[config.mk]
export PLATFORM = sky130hd
export DESIGN_NAME = mult_sequencer
export DESIGN_NICKNAME = d
export VERILOG_FILES = /design/src/rtl/mult_sequencer.sv
export SDC_FILE = /design/constraint.sdc
export NUM_CORES = 1
export LEC_CHECK = 0
export CORE_MARGIN = 2
export CORE_UTILIZATION = 48
export CTS_BUF_LIST = sky130_fd_sc_hd__clkbuf_8
export CTS_CLUSTER_DIAMETER = 120
export CTS_CLUSTER_SIZE = 40
export DETAILED_ROUTE_END_ITERATION = 8
export PLACE_DENSITY = 0.95
export SLEW_MARGIN = 20
export SYNTH_ARGS = -nofsm -noshare
export SYNTH_HDL_FRONTEND = slang
export SYNTH_SLANG_ARGS = --single-unit
export TNS_END_PERCENT = 10
[constraint.sdc]
create_clock -name clk -period 2.47 [get_ports clk]
set_clock_uncertainty 0.05 [all_clocks]
set_input_delay 0.494 -clock clk [delete_from_list [all_inputs] [get_ports clk]]
set_output_delay 0.494 -clock clk [all_outputs]
set_load 0.01 [all_outputs]
[src/rtl/mult_sequencer.sv]
// mult_sequencer: multiplies in1 by in2 on the shared calculator datapath
// (MUX1, 4-entry register file, ALU, MUX2) by repeated addition.
// R1 holds in1, R2 holds in2, and R3 accumulates the product. An internal
// W-bit counter, loaded from n_in, sets how many additions are performed.
// All datapath controls are Moore outputs decoded from the current state.
module mult_sequencer #(
  parameter int          W        = 4,
  parameter logic [1:0]  ADD_CODE = 2'b11,
  parameter logic [1:0]  SUB_CODE = 2'b10
) (
  input  logic         clk,
  input  logic         rst,
  input  logic         go,
  input  logic [W-1:0] n_in,
  output logic [1:0]   s1,
  output logic [1:0]   WA,
  output logic         WE,
  output logic [1:0]   RAA,
  output logic         REA,
  output logic [1:0]   RAB,
  output logic         REB,
  output logic [1:0]   C,
  output logic         s2,
  output logic [3:0]   CS,
  output logic         busy,
  output logic         done
);

  // State encodings double as the 7-seg display code on CS.
  typedef enum logic [3:0] {
    IDLE   = 4'd0,
    LOAD_A = 4'd1,
    LOAD_B = 4'd2,
    CLR    = 4'd3,
    ACC    = 4'd4,
    DONE   = 4'd5
  } state_t;

  // MUX1 select codes.
  localparam logic [1:0] SEL_IN1 = 2'b11;
  localparam logic [1:0] SEL_IN2 = 2'b10;
  localparam logic [1:0] SEL_ALU = 2'b00;

  // Register-file addresses used by the algorithm.
  localparam logic [1:0] REG_R1 = 2'b01;
  localparam logic [1:0] REG_R2 = 2'b10;
  localparam logic [1:0] REG_R3 = 2'b11;

  localparam logic [W-1:0] CNT_ONE = {{(W-1){1'b0}}, 1'b1};

  state_t       state_q, state_d;
  logic [W-1:0] cnt_q, cnt_d;
  logic         go_prev_q, go_prev_d;
  logic         go_rise;

  // A start needs go to have been low on the previous edge, so holding go
  // high through a whole run cannot retrigger a second one.
  assign go_rise = go & ~go_prev_q;

  // State, iteration counter and previous-go register; reset clears all
  // three asynchronously, so the Moore outputs drop to 0 without a clock.
  always_ff @(posedge clk or negedge rst) begin
    if (!rst) begin
      state_q   <= IDLE;
      cnt_q     <= '0;
      go_prev_q <= 1'b0;
    end else begin
      state_q   <= state_d;
      cnt_q     <= cnt_d;
      go_prev_q <= go_prev_d;
    end
  end

  // Next-state and counter update: the counter is loaded only in LOAD_B and
  // decremented only in ACC, and it is never decremented below zero.
  always_comb begin
    state_d   = IDLE;
    cnt_d     = cnt_q;
    go_prev_d = go;
    case (state_q)
      IDLE: begin
        state_d = go_rise ? LOAD_A : IDLE;
      end
      LOAD_A: begin
        state_d = LOAD_B;
      end
      LOAD_B: begin
        cnt_d   = n_in;
        state_d = CLR;
      end
      CLR: begin
        state_d = (cnt_q != '0) ? ACC : DONE;
      end
      ACC: begin
        if (cnt_q != '0) begin
          cnt_d = cnt_q - CNT_ONE;
        end
        state_d = (cnt_q > CNT_ONE) ? ACC : DONE;
      end
      DONE: begin
        state_d = IDLE;
      end
      default: begin
        state_d = IDLE;
      end
    endcase
  end

  // Moore decode of the datapath controls; anything not set for a state
  // stays 0, which also covers the unreachable codes 6-15.
  always_comb begin
    s1   = SEL_ALU;
    WA   = 2'b00;
    WE   = 1'b0;
    RAA  = 2'b00;
    REA  = 1'b0;
    RAB  = 2'b00;
    REB  = 1'b0;
    C    = 2'b00;
    s2   = 1'b0;
    busy = 1'b0;
    done = 1'b0;
    CS   = state_q;
    case (state_q)
      IDLE: begin
        CS = 4'd0;
      end
      LOAD_A: begin
        s1   = SEL_IN1;
        WA   = REG_R1;
        WE   = 1'b1;
        busy = 1'b1;
      end
      LOAD_B: begin
        s1   = SEL_IN2;
        WA   = REG_R2;
        WE   = 1'b1;
        busy = 1'b1;
      end
      CLR: begin
        s1   = SEL_ALU;
        WA   = REG_R3;
        WE   = 1'b1;
        RAA  = REG_R1;
        REA  = 1'b1;
        RAB  = REG_R1;
        REB  = 1'b1;
        C    = SUB_CODE;
        busy = 1'b1;
      end
      ACC: begin
        s1   = SEL_ALU;
        WA   = REG_R3;
        WE   = 1'b1;
        RAA  = REG_R3;
        REA  = 1'b1;
        RAB  = REG_R1;
        REB  = 1'b1;
        C    = ADD_CODE;
        busy = 1'b1;
      end
      DONE: begin
        RAA  = REG_R3;
        REA  = 1'b1;
        s2   = 1'b1;
        done = 1'b1;
        busy = 1'b1;
      end
      default: begin
        CS = 4'd0;
      end
    endcase
  end

endmodule

==> results of run 1 <==
## flip-flops by register name, indices dropped and copies added (netlist names)
| name | count |
|---|---|
| cnt_q | 4 |
| go_prev_q | 1 |
| state_q | 3 |
## worst max path at each step
stage / end
after floorplan: C[1]
after global placement: WA[1]
after detailed placement: RAB[0]
after CTS: RAB[0]
after global routing: WA[1]
final: WA[1]
## layout by cell type, fill, tap and decap left out
| cell | n |
|---|---|
| sky130_fd_sc_hd__nand2_1 | 8 |
| sky130_fd_sc_hd__o21ai_2 | 1 |
| sky130_fd_sc_hd__o211a_1 | 1 |
| sky130_fd_sc_hd__conb_1 | 2 |
| sky130_fd_sc_hd__a21oi_1 | 1 |
| sky130_fd_sc_hd__ha_1 | 4 |
| sky130_fd_sc_hd__clkbuf_8 | 3 |
| sky130_fd_sc_hd__buf_4 | 4 |
| sky130_fd_sc_hd__or3b_1 | 1 |
| sky130_fd_sc_hd__nor3_2 | 1 |
| sky130_fd_sc_hd__o21ai_0 | 3 |
| sky130_fd_sc_hd__nand3_1 | 3 |
| sky130_fd_sc_hd__a22o_1 | 1 |
| sky130_fd_sc_hd__a222oi_1 | 1 |
| sky130_fd_sc_hd__xnor2_1 | 1 |
| sky130_fd_sc_hd__nor3_1 | 3 |
| sky130_fd_sc_hd__a31oi_1 | 1 |
| sky130_fd_sc_hd__a211oi_2 | 2 |
| sky130_fd_sc_hd__o211ai_2 | 1 |
| sky130_fd_sc_hd__a21o_1 | 2 |
| sky130_fd_sc_hd__or3b_4 | 1 |
| sky130_fd_sc_hd__or3_4 | 1 |
| sky130_fd_sc_hd__dfrtp_2 | 1 |
| sky130_fd_sc_hd__inv_1 | 5 |
| sky130_fd_sc_hd__and3_1 | 2 |
| sky130_fd_sc_hd__nor2b_1 | 1 |
| sky130_fd_sc_hd__dfrtp_1 | 7 |
| sky130_fd_sc_hd__clkinv_8 | 1 |
| sky130_fd_sc_hd__a22oi_1 | 1 |
| sky130_fd_sc_hd__and2_1 | 1 |
| sky130_fd_sc_hd__a211oi_1 | 1 |
| sky130_fd_sc_hd__nor2_1 | 4 |
| sky130_fd_sc_hd__clkdlybuf4s50_1 | 24 |
| sky130_fd_sc_hd__nand2b_1 | 2 |
| sky130_fd_sc_hd__nand2b_2 | 1 |
## kinds of logic after synthesis
kind of cell | after synthesis | synth area share [%]
flops | 8 | 28.8
fa+ha+maj | 4 | 7.19
compound gates | 16 | 18.9
other cells | 1 | 0.539
buf+inv | 19 | 20.7
xor+xnor | 1 | 1.26
simple gates | 29 | 22.7
## metal layers
metal / part of all wire (%) / vias to the layer above / wire, um / global-route usage [%]
li1: - / 294 / - / -
met3: 4.9 / 4 / 76 / 3.88
met5: 0 / - / 0 / 0
met1: 41 / 310 / 641 / 23.1
met4: 1.7 / 0 / 27 / 7.50
met2: 52 / 26 / 800 / 35.0
## cell type report
| class | count | area [sq um] |
|---|---|---|
| tap | 15 | 18.8 |
| timing repair buffer | 28 | 270 |
| fill | 104 | 407 |
| multi-input combinational | 52 | 360 |
| inverter | 6 | 35.0 |
| sequential | 8 | 201 |
| clock buffer | 3 | 41.3 |
## metrics by stage
| step | power [mW] | hold WS (ns) |
|---|---|---|
| floorplan | 0.822 | 0.148 |
| global placement | 1.09 | 0.490 |
| detailed placement | 1.12 | 0.500 |
| CTS | 1.29 | 0.509 |
| global route | 1.38 | 0.526 |
| finish | 1.29 | 0.500 |
## worst max-delay path, cell delays in order (launching register included)
cell and delay, ns:
sky130_fd_sc_hd__dfrtp_2 0.43, sky130_fd_sc_hd__or3_4 0.42, sky130_fd_sc_hd__buf_4 0.18, sky130_fd_sc_hd__nand2_1 0.06, sky130_fd_sc_hd__clkdlybuf4s50_1 0.53
## report_power, final
group          switching, mW  internal [mW]  total [mW]
clock                 0.0505          0.105       0.156
combinational          0.423          0.463       0.886
sequential            0.0589          0.186       0.245
total                  0.532          0.755        1.29
## what timing repair did
| item | CTS | global route |
|---|---|---|
| resized for setup | 0 | 2 |
| setup endpoints to repair | 0 | 6 |
| setup buffers | 0 | 0 |
==> reports/summary.md, run 1 <==
The clock transition at the registers of the reported paths works out to 0.04 ns. The placed instances occupy a cell area of 880 sq um. Counting flops with a built-in enable in the synthesized netlist gives 0.

The tools report the required time of the worst setup path as 1.93 ns. The number of placed instances, taps included, is 109. At the end of the flow, the number of nets in the layout was 110. In this run, synthesis produced a sequential element count of 8.

For the number of global-route vias before repair, the log shows 560. The kind of critical path was reg -> out. The finished cells cover 927 sq um. The cell sitting at the root of the clock tree is a sky130_fd_sc_hd__clkbuf_8.

The cell count after synthesis came out at 78. The flow ran to the end, and the final reports show no timing, DRC or antenna violations. Timing analysis after detailed placement gives a worst setup slack of 0.269 ns. The via total after detailed routing was 634. Clock tree synthesis inserted a total of 3 buffers. In the global route stage, overall resource usage came out at 19.7%. For this run, the number of Yosys warnings is 0. Setup repair after global routing left no endpoint under its margin. After detailed routing, the number of remaining DRC violations is 0.

After synthesis, the most frequently instantiated cells are sky130_fd_sc_hd__buf_4, sky130_fd_sc_hd__dfrtp_1, sky130_fd_sc_hd__nand2_1. During placement, the flow inserted port buffers numbering 24. The final period demand of the worst path is 2.39 ns, and the count of final max-slew check failures is 0. The number of cells on the worst reg-to-reg path is 4. The post-DP HPWL was 1170 um; the per-cell routed wire length was 13.8 um. The top cell type by area accounts for 28.8% of the synthesized area. The biggest fanout along the worst timing path is 6. The region available for standard cell placement spans 1330 sq um. The startpoint identified for the worst register-to-register timing path is cnt_q[0]. In this run the horizontal extent of the chip is 42.1 um.

After synthesis, the cell types taking the most area are sky130_fd_sc_hd__dfrtp_1, sky130_fd_sc_hd__buf_4, sky130_fd_sc_hd__ha_1. For the worst ir drop on vdd, the log shows 0.000685 V. The most used flip-flop cell after synthesis is sky130_fd_sc_hd__dfrtp_1. Tracing the worst setup path back leads to its startpoint at state_q[1]. The routed wire length was 1550 um. The logs give 27 for the number of placed I/O pins and 0 for the hold violation total from the final report.

For this design, the CTS-stage hold fixing added 0 buffers. Counting along the longest clock path gives a buffer depth of 2. Vertical die dimension: 42.1 um. The floorplan has 13 rows. The run gives 1 as the count of H-tree levels built during CTS. The total overflow left after global routing is 0. The tools report the critical register-to-register path endpoint as state_q[0].

For the share of synthesized area occupied by flip-flops and latches, the log shows 28.8%. The run gives 0 as the total of endpoints with negative setup slack in the final report. Averaged over all synthesized cells, the footprint is 8.92 sq um. The clock net in this run drives a total of 8 sinks. The cell area that synthesis handed to floorplanning was 696 sq um. The areal power density over the cells was 1390 nW/um^2.

The final critical path takes up 96.7% of the cycle. Dividing the detail-routed via count by the number of cells gives 5.66. TritonCTS built the clock tree. The kind of end point of the critical path was an output port. In the final layout, the share of cells above drive strength 1 is 17.5%.

The logs give 0 for the initial antenna violation count and 16 for the violation count after the first detailed-routing iteration. The count of unique library cells instantiated by Yosys is 34. The number of antenna diodes in the final layout is 0. In this run the remaining antenna-violating nets after routing total 0. At the end of routability-driven placement, the weighted congestion stood at 0.793. Data on the critical path arrives at its endpoint at 1.84 ns. The leading area contributor after synthesis was sky130_fd_sc_hd__dfrtp_1. Derived from the worst setup path, the maximum achievable clock frequency is 419 MHz. The path class of the tightest hold or removal check is in -> async.

Summed over all cells, the static leakage comes to 0.437 nW. The floorplan step defined a die boundary enclosing 1770 sq um. Entering global routing, the biggest net connects 13 pins. The proportion of register bits with asynchronous set or reset after synthesis works out to 100%. STA classifies the critical path startpoint as a flop. In this run the register-to-register setup slack is 0.71 ns. The logs give 112 for the non-filler instance count after layout and 69.5% for the final cell utilization of the core.

Relative to the synthesized area, the layout overhead comes to 33.3%. The pre-antenna-repair detailed-routing pass consisted of 6 iterations. The initial core utilization is 52.2%. The accumulated negative setup slack was 0 ns.

The run gives 0 as the number of max-capacitance violations reported. Once routing completed, OpenROAD measured the worst setup slack at 0.0818 ns. Clock insertion delay at the later pin of the skew report: 0.23 ns. The global-route wire length before repair was 2650 um.
Power figures use the tool's default switching activity.
==> run 2, diff against run 1 <==
- CTS_CLUSTER_DIAMETER: 120 -> not set
==> results of run 2 <==
The final DEF is identical to that of run 1; final timing and power are the same.
